==> config.mk <==
export PLATFORM = sky130hd
export DESIGN_NAME = bus_memtest_master
export DESIGN_NICKNAME = d
export VERILOG_FILES = /design/src/rtl/bus_memtest_master.sv
export SDC_FILE = /design/constraint.sdc
export NUM_CORES = 1
export LEC_CHECK = 0
export CORE_MARGIN = 2
export CORE_UTILIZATION = 45
export DETAILED_ROUTE_END_ITERATION = 6
export PLACE_DENSITY = 0.81
export SLEW_MARGIN = 15
export SYNTH_ARGS = -nofsm -noshare
export SYNTH_HDL_FRONTEND = slang
export SYNTH_SLANG_ARGS = --single-unit
export TNS_END_PERCENT = 5
==> constraint.sdc <==
create_clock -name clk_gen -period 2.45 [get_ports clk_gen]
set_clock_uncertainty 0.05 [all_clocks]
set_input_delay 0.245 -clock clk_gen [delete_from_list [all_inputs] [get_ports clk_gen]]
set_output_delay 0.245 -clock clk_gen [all_outputs]
set_load 0.01 [all_outputs]
==> src/rtl/bus_memtest_master.sv <==
// Bus memory test master: writes SEED^address to WORDS consecutive words, reads them back
// and reports pass, the first mismatching word, or a read-response timeout.
module bus_memtest_master #(
    parameter logic [31:0] BASE_ADDR    = 32'h8000_0000,
    parameter int unsigned WORDS        = 1024,
    parameter logic [31:0] SEED         = 32'hA5A5_5A5A,
    parameter int unsigned RESP_TIMEOUT = 255
) (
    input  logic        clk_gen,
    input  logic        srst,
    input  logic        start_i,
    output logic        busy_o,
    output logic        done_o,
    output logic        pass_o,
    output logic        timeout_o,
    output logic [31:0] fail_addr_bo,
    output logic [31:0] fail_rdata_bo,
    output logic        bus_req_o,
    output logic        bus_we_o,
    output logic [31:0] bus_addr_bo,
    output logic [31:0] bus_wdata_bo,
    output logic [3:0]  bus_be_bo,
    input  logic        bus_ack_i,
    input  logic        bus_resp_i,
    input  logic [31:0] bus_rdata_bi
);

    typedef enum logic [2:0] {IDLE, WR_REQ, RD_REQ, RD_WAIT, DONE} state_t;

    localparam logic [16:0] LAST_IDX = 17'(WORDS - 1);
    localparam logic [15:0] TMO      = 16'(RESP_TIMEOUT);

    state_t      state, state_nxt;
    logic [16:0] idx, idx_nxt;
    logic [15:0] timer, timer_nxt;
    logic        pass_nxt, timeout_nxt;
    logic [31:0] fail_addr_nxt, fail_rdata_nxt;
    logic [31:0] cur_addr, cur_pat;

    assign cur_addr  = BASE_ADDR + {13'd0, idx, 2'b00};
    assign cur_pat   = SEED ^ cur_addr;
    assign bus_be_bo = 4'hF;

    // NOTE: non-blocking assignments so every register samples the pre-edge values together.
    always_ff @(posedge clk_gen) begin
        if (srst) begin
            state         <= IDLE;
            idx           <= '0;
            timer         <= '0;
            pass_o        <= 1'b0;
            timeout_o     <= 1'b0;
            fail_addr_bo  <= '0;
            fail_rdata_bo <= '0;
        end else begin
            state         <= state_nxt;
            idx           <= idx_nxt;
            timer         <= timer_nxt;
            pass_o        <= pass_nxt;
            timeout_o     <= timeout_nxt;
            fail_addr_bo  <= fail_addr_nxt;
            fail_rdata_bo <= fail_rdata_nxt;
        end
    end

    // Bus outputs are decoded from state and idx only, so they hold until acceptance
    // and bus_ack_i never reaches bus_req_o combinationally.
    always_comb begin
        // NOTE: every output gets a default first so no branch can infer a latch.
        state_nxt      = state;
        idx_nxt        = idx;
        timer_nxt      = timer;
        pass_nxt       = pass_o;
        timeout_nxt    = timeout_o;
        fail_addr_nxt  = fail_addr_bo;
        fail_rdata_nxt = fail_rdata_bo;
        busy_o         = (state != IDLE);
        done_o         = 1'b0;
        bus_req_o      = 1'b0;
        bus_we_o       = 1'b0;
        bus_addr_bo    = '0;
        bus_wdata_bo   = '0;

        case (state)
            IDLE: begin
                if (start_i) begin
                    state_nxt      = WR_REQ;
                    idx_nxt        = '0;
                    pass_nxt       = 1'b0;
                    timeout_nxt    = 1'b0;
                    fail_addr_nxt  = '0;
                    fail_rdata_nxt = '0;
                end
            end
            WR_REQ: begin
                bus_req_o    = 1'b1;
                bus_we_o     = 1'b1;
                bus_addr_bo  = cur_addr;
                bus_wdata_bo = cur_pat;
                if (bus_ack_i) begin
                    if (idx == LAST_IDX) begin
                        state_nxt = RD_REQ;
                        idx_nxt   = '0;
                    end else begin
                        idx_nxt = idx + 17'd1;
                    end
                end
            end
            RD_REQ: begin
                bus_req_o   = 1'b1;
                bus_addr_bo = cur_addr;
                if (bus_ack_i) begin
                    state_nxt = RD_WAIT;
                    timer_nxt = '0;
                end
            end
            RD_WAIT: begin
                // A response on the timeout cycle takes priority over the timeout.
                if (bus_resp_i) begin
                    if (bus_rdata_bi != cur_pat) begin
                        fail_addr_nxt  = cur_addr;
                        fail_rdata_nxt = bus_rdata_bi;
                        pass_nxt       = 1'b0;
                        state_nxt      = DONE;
                    end else if (idx == LAST_IDX) begin
                        pass_nxt  = 1'b1;
                        state_nxt = DONE;
                    end else begin
                        idx_nxt   = idx + 17'd1;
                        state_nxt = RD_REQ;
                    end
                end else if (timer == TMO) begin
                    timeout_nxt    = 1'b1;
                    fail_addr_nxt  = cur_addr;
                    fail_rdata_nxt = '0;
                    pass_nxt       = 1'b0;
                    state_nxt      = DONE;
                end else begin
                    timer_nxt = timer + 16'd1;
                end
            end
            DONE: begin
                done_o    = 1'b1;
                state_nxt = IDLE;
            end
            default: state_nxt = IDLE;
        endcase
    end

endmodule

Yosys cells after proc, flatten, opt, wreduce, memory -nomap -nowiden
Index checks and enable logic that the tools add are counted.
{"block": "totals", "in_bits": 37, "output_inout_bits": 138, "reg_bits": 102, "word_cells": 86}
{"block": "op_classes", "addsub": 3, "bitwise": 1, "n_eq_ne": 20, "n_mux": 43, "n_reduce_logical": 12}
{"operator": "32-bit 2-to-1 mux", "n": 9}
{"operator": "32-bit one-hot mux with 2 select lines", "n": 2}
{"operator": "17-bit 2-to-1 mux", "n": 6}
{"operator": "17-bit one-hot mux with 3 select lines", "n": 1}
{"operator": "16-bit 2-to-1 mux", "n": 3}
{"operator": "32-bit by 19-bit adder with 32-bit output, first input constant", "n": 1}
{"operator": "32-bit != test", "n": 1}
{"operator": "16-bit one-hot mux with 2 select lines", "n": 1}
{"operator": "3-bit 2-to-1 mux", "n": 8}
{"operator": "2-bit != test, second input constant", "n": 10}
{"operator": "17-bit by 1-bit adder with 17-bit output, second input constant", "n": 1}
{"operator": "17-bit by 10-bit equality test with 1-bit output, second input constant", "n": 1}
{"operator": "16-bit by 1-bit adder with 16-bit output, second input constant", "n": 1}
{"operator": "16-bit by 8-bit equality test with 1-bit output, second input constant", "n": 1}
{"operator": "16-bit NOT", "n": 1}
{"operator": "4-bit AND reduction", "n": 4}
{"operator": "3-bit one-hot mux with 4 select lines", "n": 1}
{"operator": "1-bit 2-to-1 mux", "n": 10}
{"operator": "3-bit by 2-bit equality test with 1-bit output, second input constant", "n": 2}
{"operator": "3-bit != test, second input constant", "n": 2}
{"operator": "6-bit AND reduction", "n": 1}
{"operator": "3-bit nonzero test", "n": 2}
{"operator": "5-bit AND reduction", "n": 1}
{"operator": "4-bit != test, second input constant", "n": 1}
{"operator": "6 further kinds", "n": 8}

Depth between registers and ports, before layout
{"block": "depth", "ltp_word": 6, "ltp_mapped": 9, "ltp_nobuf": 7}

Least setup slack after synthesis
No wires, ideal clock.
{"block": "synth_timing", "path_kind": "register to register", "from": "register timer[11]", "to": "register timer[8]", "t_required_ns": 2.272, "path_stages_with_launch": 8, "period_less_slack_ns": 2.161, "slack_ns": 0.289, "n_path_buf": 1, "setup_time_ns": 0.128, "arrival_time_ns": 1.984, "path_cell_list": "dfxtp_1 or4_4 or4_1 a21oi_1 buf_2 nor3_1 xnor2_1 nor2_1"}
{"block": "synth_via", "elab_chain_len": 3}
{"element": "from (decl)", "line_no": "35", "text": "logic [15:0] timer, timer_nxt;"}
{"element": "from (signal assigned)", "line_no": "57", "text": "timer <= timer_nxt;"}
{"element": "16-bit by 8-bit equality test with 1-bit output", "line_no": "131", "text": "end else if (timer == TMO) begin"}
{"element": "2-bit != test (no source line)"}
{"element": "4-bit AND reduction (no source line)"}
No other way between the ends.
A chain may end at the register's enable or synchronous reset.

Worst setup path after layout
{"block": "layout_timing", "from": "register state[0]", "to": "output bus_addr_bo[3]"}
{"block": "layout_via", "elab_chain_len": 3, "word_cells_on_any_way": 4, "classes_between": "2 x eq/ne; 1 x mux; 1 x reduce/logical"}
{"element": "from (decl)", "line_no": "33", "text": "state_t state, state_nxt;"}
{"element": "from (signal assigned)", "line_no": "55", "text": "state <= state_nxt;"}
{"element": "3-bit by 2-bit equality test with 1-bit output or 3-bit by 1-bit equality test with 1-bit output (tied branches)", "line_no": "83", "text": "case (state)"}
{"element": "2-bit OR reduction (no source line) (*)"}
{"element": "32-bit 2-to-1 mux (*)", "line_no": "83"}
{"element": "to (decl)", "line_no": "20", "text": "output logic [31:0] bus_addr_bo,"}
Mark *: on every way between the ends. The rest lies on a longest branch, timed or not.

==> flow_metrics.tcl <==
set metrics [dict create \
    cts.hold.buffers_added 0 \
    worst-setup-path-type "reg2out" \
    io_buffers 133 \
    min_tclk_post_route_ns 2.29 \
    commonest_non_fill_non_tap_cells_in_the_layout "133 x sky130_fd_sc_hd__clkdlybuf4s50_1, 87 x sky130_fd_sc_hd__dfxtp_1, 54 x sky130_fd_sc_hd__nand2_1, 41 x sky130_fd_sc_hd__conb_1, 39 x sky130_fd_sc_hd__mux2i_1" \
    rows 37 \
    number_of_buffers_created_by_cts 9 \
    finalWirelength_um 12800 \
    count_of_nets_after_finishing 721 \
    worstSetupStartpointType "register" \
    timing.critical_path.fanout_max 17 \
    data_required_time_at_the_worst_endpoint_ns 2.15 \
    avgSynthCellArea_sq_um 8.70 \
    synth.mux.area_fraction_pct 8.44 \
    combinational_family_with_the_most_area_after_synthesis "simple AND/OR/NAND/NOR gates" \
    worst_ir_drop_vdd_mv 0.283 \
    synth-seq-area-share_pct 37.0 \
    grt_pass1_wl_um 20400 \
    sw_frac_of_total_pct 29.1 \
    floorplan.initialDensity_pct 46.3 \
    gp_congestion 0.885 \
    worst_hold_slack_ns 0.404 \
    crit_path_end_kind "primary output" \
    synth_adder_area_share_pct 0.526 \
    floorplan.die.height_um 107 \
    vias 4213 \
    detail_route.iter0.violations 335 \
    area_of_the_mapped_netlist_sq_mm 0.00476 \
    achievable-frequency_mhz 437 \
    floorplan.io_pins 175 \
    comb_power_share_pct 20.5 \
    regArea_sq_mm 0.00176 \
    synth.distinct_cells 55 \
    synth-edff-count 0 \
    max_slew.worst_pin.slew_ns 0.761 \
    layout.cells.most_common "sky130_fd_sc_hd__clkdlybuf4s50_1" \
    synth_compound_gate_area_share_pct 10.4 \
    insertion_delay_ns 0.36 \
    run_status "finished, final reports clean" \
    relSlewSlack_pct 49.2 \
    finalSetupViolations 0 \
    timing.final.crit_share_pct 93.5 \
    power.share.sequential_pct 46.4 \
    multiInputGateArea_sq_mm 0.00256 \
    antenna_left 0 \
    route.detailed.drc 0 \
    power_switching_uw 913 \
    postSynth.topFlopCell "sky130_fd_sc_hd__dfxtp_1" \
    cap_viol_max_count 0 \
    synth-seq-cells 88 \
    setup_repair_after_global_routing_missed_its_margin "false" \
    vias_per_cell 5.12 \
    area_delta_synth_final_pct 33.7 \
    clkSinkCount 88 \
    basic_gate_share_of_the_synthesized_area_counting_and_or_nand_and_nor_cells_pct 25.2 \
    num_antenna_cells 0 \
    drt_pass_1_iters 5 \
    total_leakage_power_nw 2.47 \
    clockBufferDepth 2 \
    cts_tree "built" \
    core_area_sq_mm 0.0103 \
    total_power_mw 3.14 \
    grt_overflow_total 0 \
    synth_async_sr_flop_share_pct 0 \
    wl_per_cell_um 15.5 \
    synthXorXnorAreaFrac_pct 5.70 \
    cts.clk_slew.worst_paths_ns 0.10 \
    final_hold_viol_count 0 \
    place_hpwl_um 9520 \
    final_max_slew_viol_count 0 \
    cp.arrival_ns 2.00 \
    via_count_of_the_first_global_routing_pass 4093 \
    layout.filler_cells 875 \
    netlist_instances 547 \
    internal_power_mw 2.23 \
    synthesis.yosys.warnings 0 \
    power.density_mw_per_mm2 493 \
    die-area_sq_mm 0.0114 \
    htree_levels 3 \
    min_path_type "in2reg" \
    pin_count_of_the_biggest_net_entering_global_routing 33 \
    antenna_found_initial 0 \
    drive_gt1_share_pct 11.4 \
    clock_power_share_pct 33.1 \
    clock_tree.root_cell "sky130_fd_sc_hd__clkbuf_8" \
    die_x_um 107 \
    gr-usage-all-layers_pct 22.4 \
]
-- metrics by stage --
step	util (%)	setup TNS [ns]	area (sq um)	std cells	setup WS (ns)
after floorplan	-	0	4910	586	0.289
after CTS	61.9	0	6360	823	0.142
after global routing	61.9	0	6360	823	0.0268
after detailed placement	59.9	-1.18	6150	807	-0.211
after global placement	59.9	-0.0434	6150	807	-0.0434
final	61.9	0	6360	823	0.159
-- repair_timing --
| item | in CTS | in global routing |
|---|---|---|
| buffers inserted | 0 | 0 |
| endpoints found under the hold margin | 0 | 0 |
| endpoints found under the setup margin | 1 | 1 |
| resized for setup | 1 | 1 |
-- critical path, stage by stage, from the launching register on --
cell                              delay, ns
sky130_fd_sc_hd__dfxtp_1               0.45
sky130_fd_sc_hd__xnor2_1               0.15
sky130_fd_sc_hd__nor2_1                0.11
sky130_fd_sc_hd__buf_4                 0.20
sky130_fd_sc_hd__and2_1                0.18
sky130_fd_sc_hd__clkdlybuf4s50_1       0.56
-- state kept, by name (all words and copies together) (netlist names) --
| register | count |
|---|---|
| fail_addr_bo | 18 |
| timer | 16 |
| pass_o | 1 |
| fail_rdata_bo | 32 |
| timeout_o | 1 |
| idx | 17 |
| state | 3 |
-- layout make-up --
type	instances	area share [%]
Timing Repair Buffer	172	25.7
Multi-Input combinational cell	403	40.2
Tap cell	136	2.67
Clock buffer	9	1.95
Inverter	8	0.472
Sequential cell	88	27.7
Clock inverter	7	1.24
-- layer usage --
| layer | global-route usage [%] | vias to the layer above | part of all wire (%) |
|---|---|---|---|
| li1 | - | 2044 | - |
| met1 | 29.7 | 1970 | 45 |
| met2 | 37.0 | 185 | 46 |
| met3 | 3.65 | 14 | 7.1 |
| met4 | 7.42 | 0 | 1.5 |
| met5 | 0 | - | 0 |
-- synthesized netlist by cell type, types with 9 or more instances --
cell type	instances	area share, %
sky130_fd_sc_hd__nand3_1	16	1.7
sky130_fd_sc_hd__nand4_1	11	1.4
sky130_fd_sc_hd__a21oi_1	16	1.7
sky130_fd_sc_hd__dfxtp_1	88	37
sky130_fd_sc_hd__clkbuf_1	23	1.8
sky130_fd_sc_hd__a22o_2	9	1.9
sky130_fd_sc_hd__buf_4	48	7.6
sky130_fd_sc_hd__xnor2_1	15	2.8
sky130_fd_sc_hd__nor3_1	13	1.4
sky130_fd_sc_hd__and2_1	17	2.2
sky130_fd_sc_hd__a22o_1	17	3.1
sky130_fd_sc_hd__mux2i_1	39	8.2
sky130_fd_sc_hd__xor2_1	16	2.9
sky130_fd_sc_hd__nand2_1	54	4.3
sky130_fd_sc_hd__and3_1	9	1.2
sky130_fd_sc_hd__nand2b_1	37	4.9
sky130_fd_sc_hd__nor2_1	37	2.9
-- logic make-up (layout without fill, tap and decap cells) --
group           Yosys count  after routing
other cells               2             41
xor+xnor                 31             31
fa+ha+maj                 2              2
buf+inv                  95            196
mux                      40             40
compound gates           65             65
simple gates            224            224
flops                    88             88
-- power by group through the flow --
| stage | sequential, mW | clock (mW) | combinational (mW) |
|---|---|---|---|
| floorplan | 1.49 | 0 | 0.417 |
| global placement | 1.49 | 0 | 0.624 |
| detailed placement | 1.49 | 0 | 0.632 |
| CTS | 1.46 | 1.05 | 0.640 |
| global route | 1.46 | 1.12 | 0.692 |
| finish | 1.46 | 1.04 | 0.642 |
-- final timing paths --
kind,startpoint,to,slack [ns],cells after the start
worst max register to register,timer[11],timer[8],0.19,7
worst max-delay path,state[0],bus_addr_bo[3],0.16,5
worst min-delay path,bus_rdata_bi[23],fail_rdata_bo[23],0.40,3
worst min register to register,fail_addr_bo[31],fail_addr_bo[31],0.43,1
Note: power is estimated with default switching activity, not from simulation.
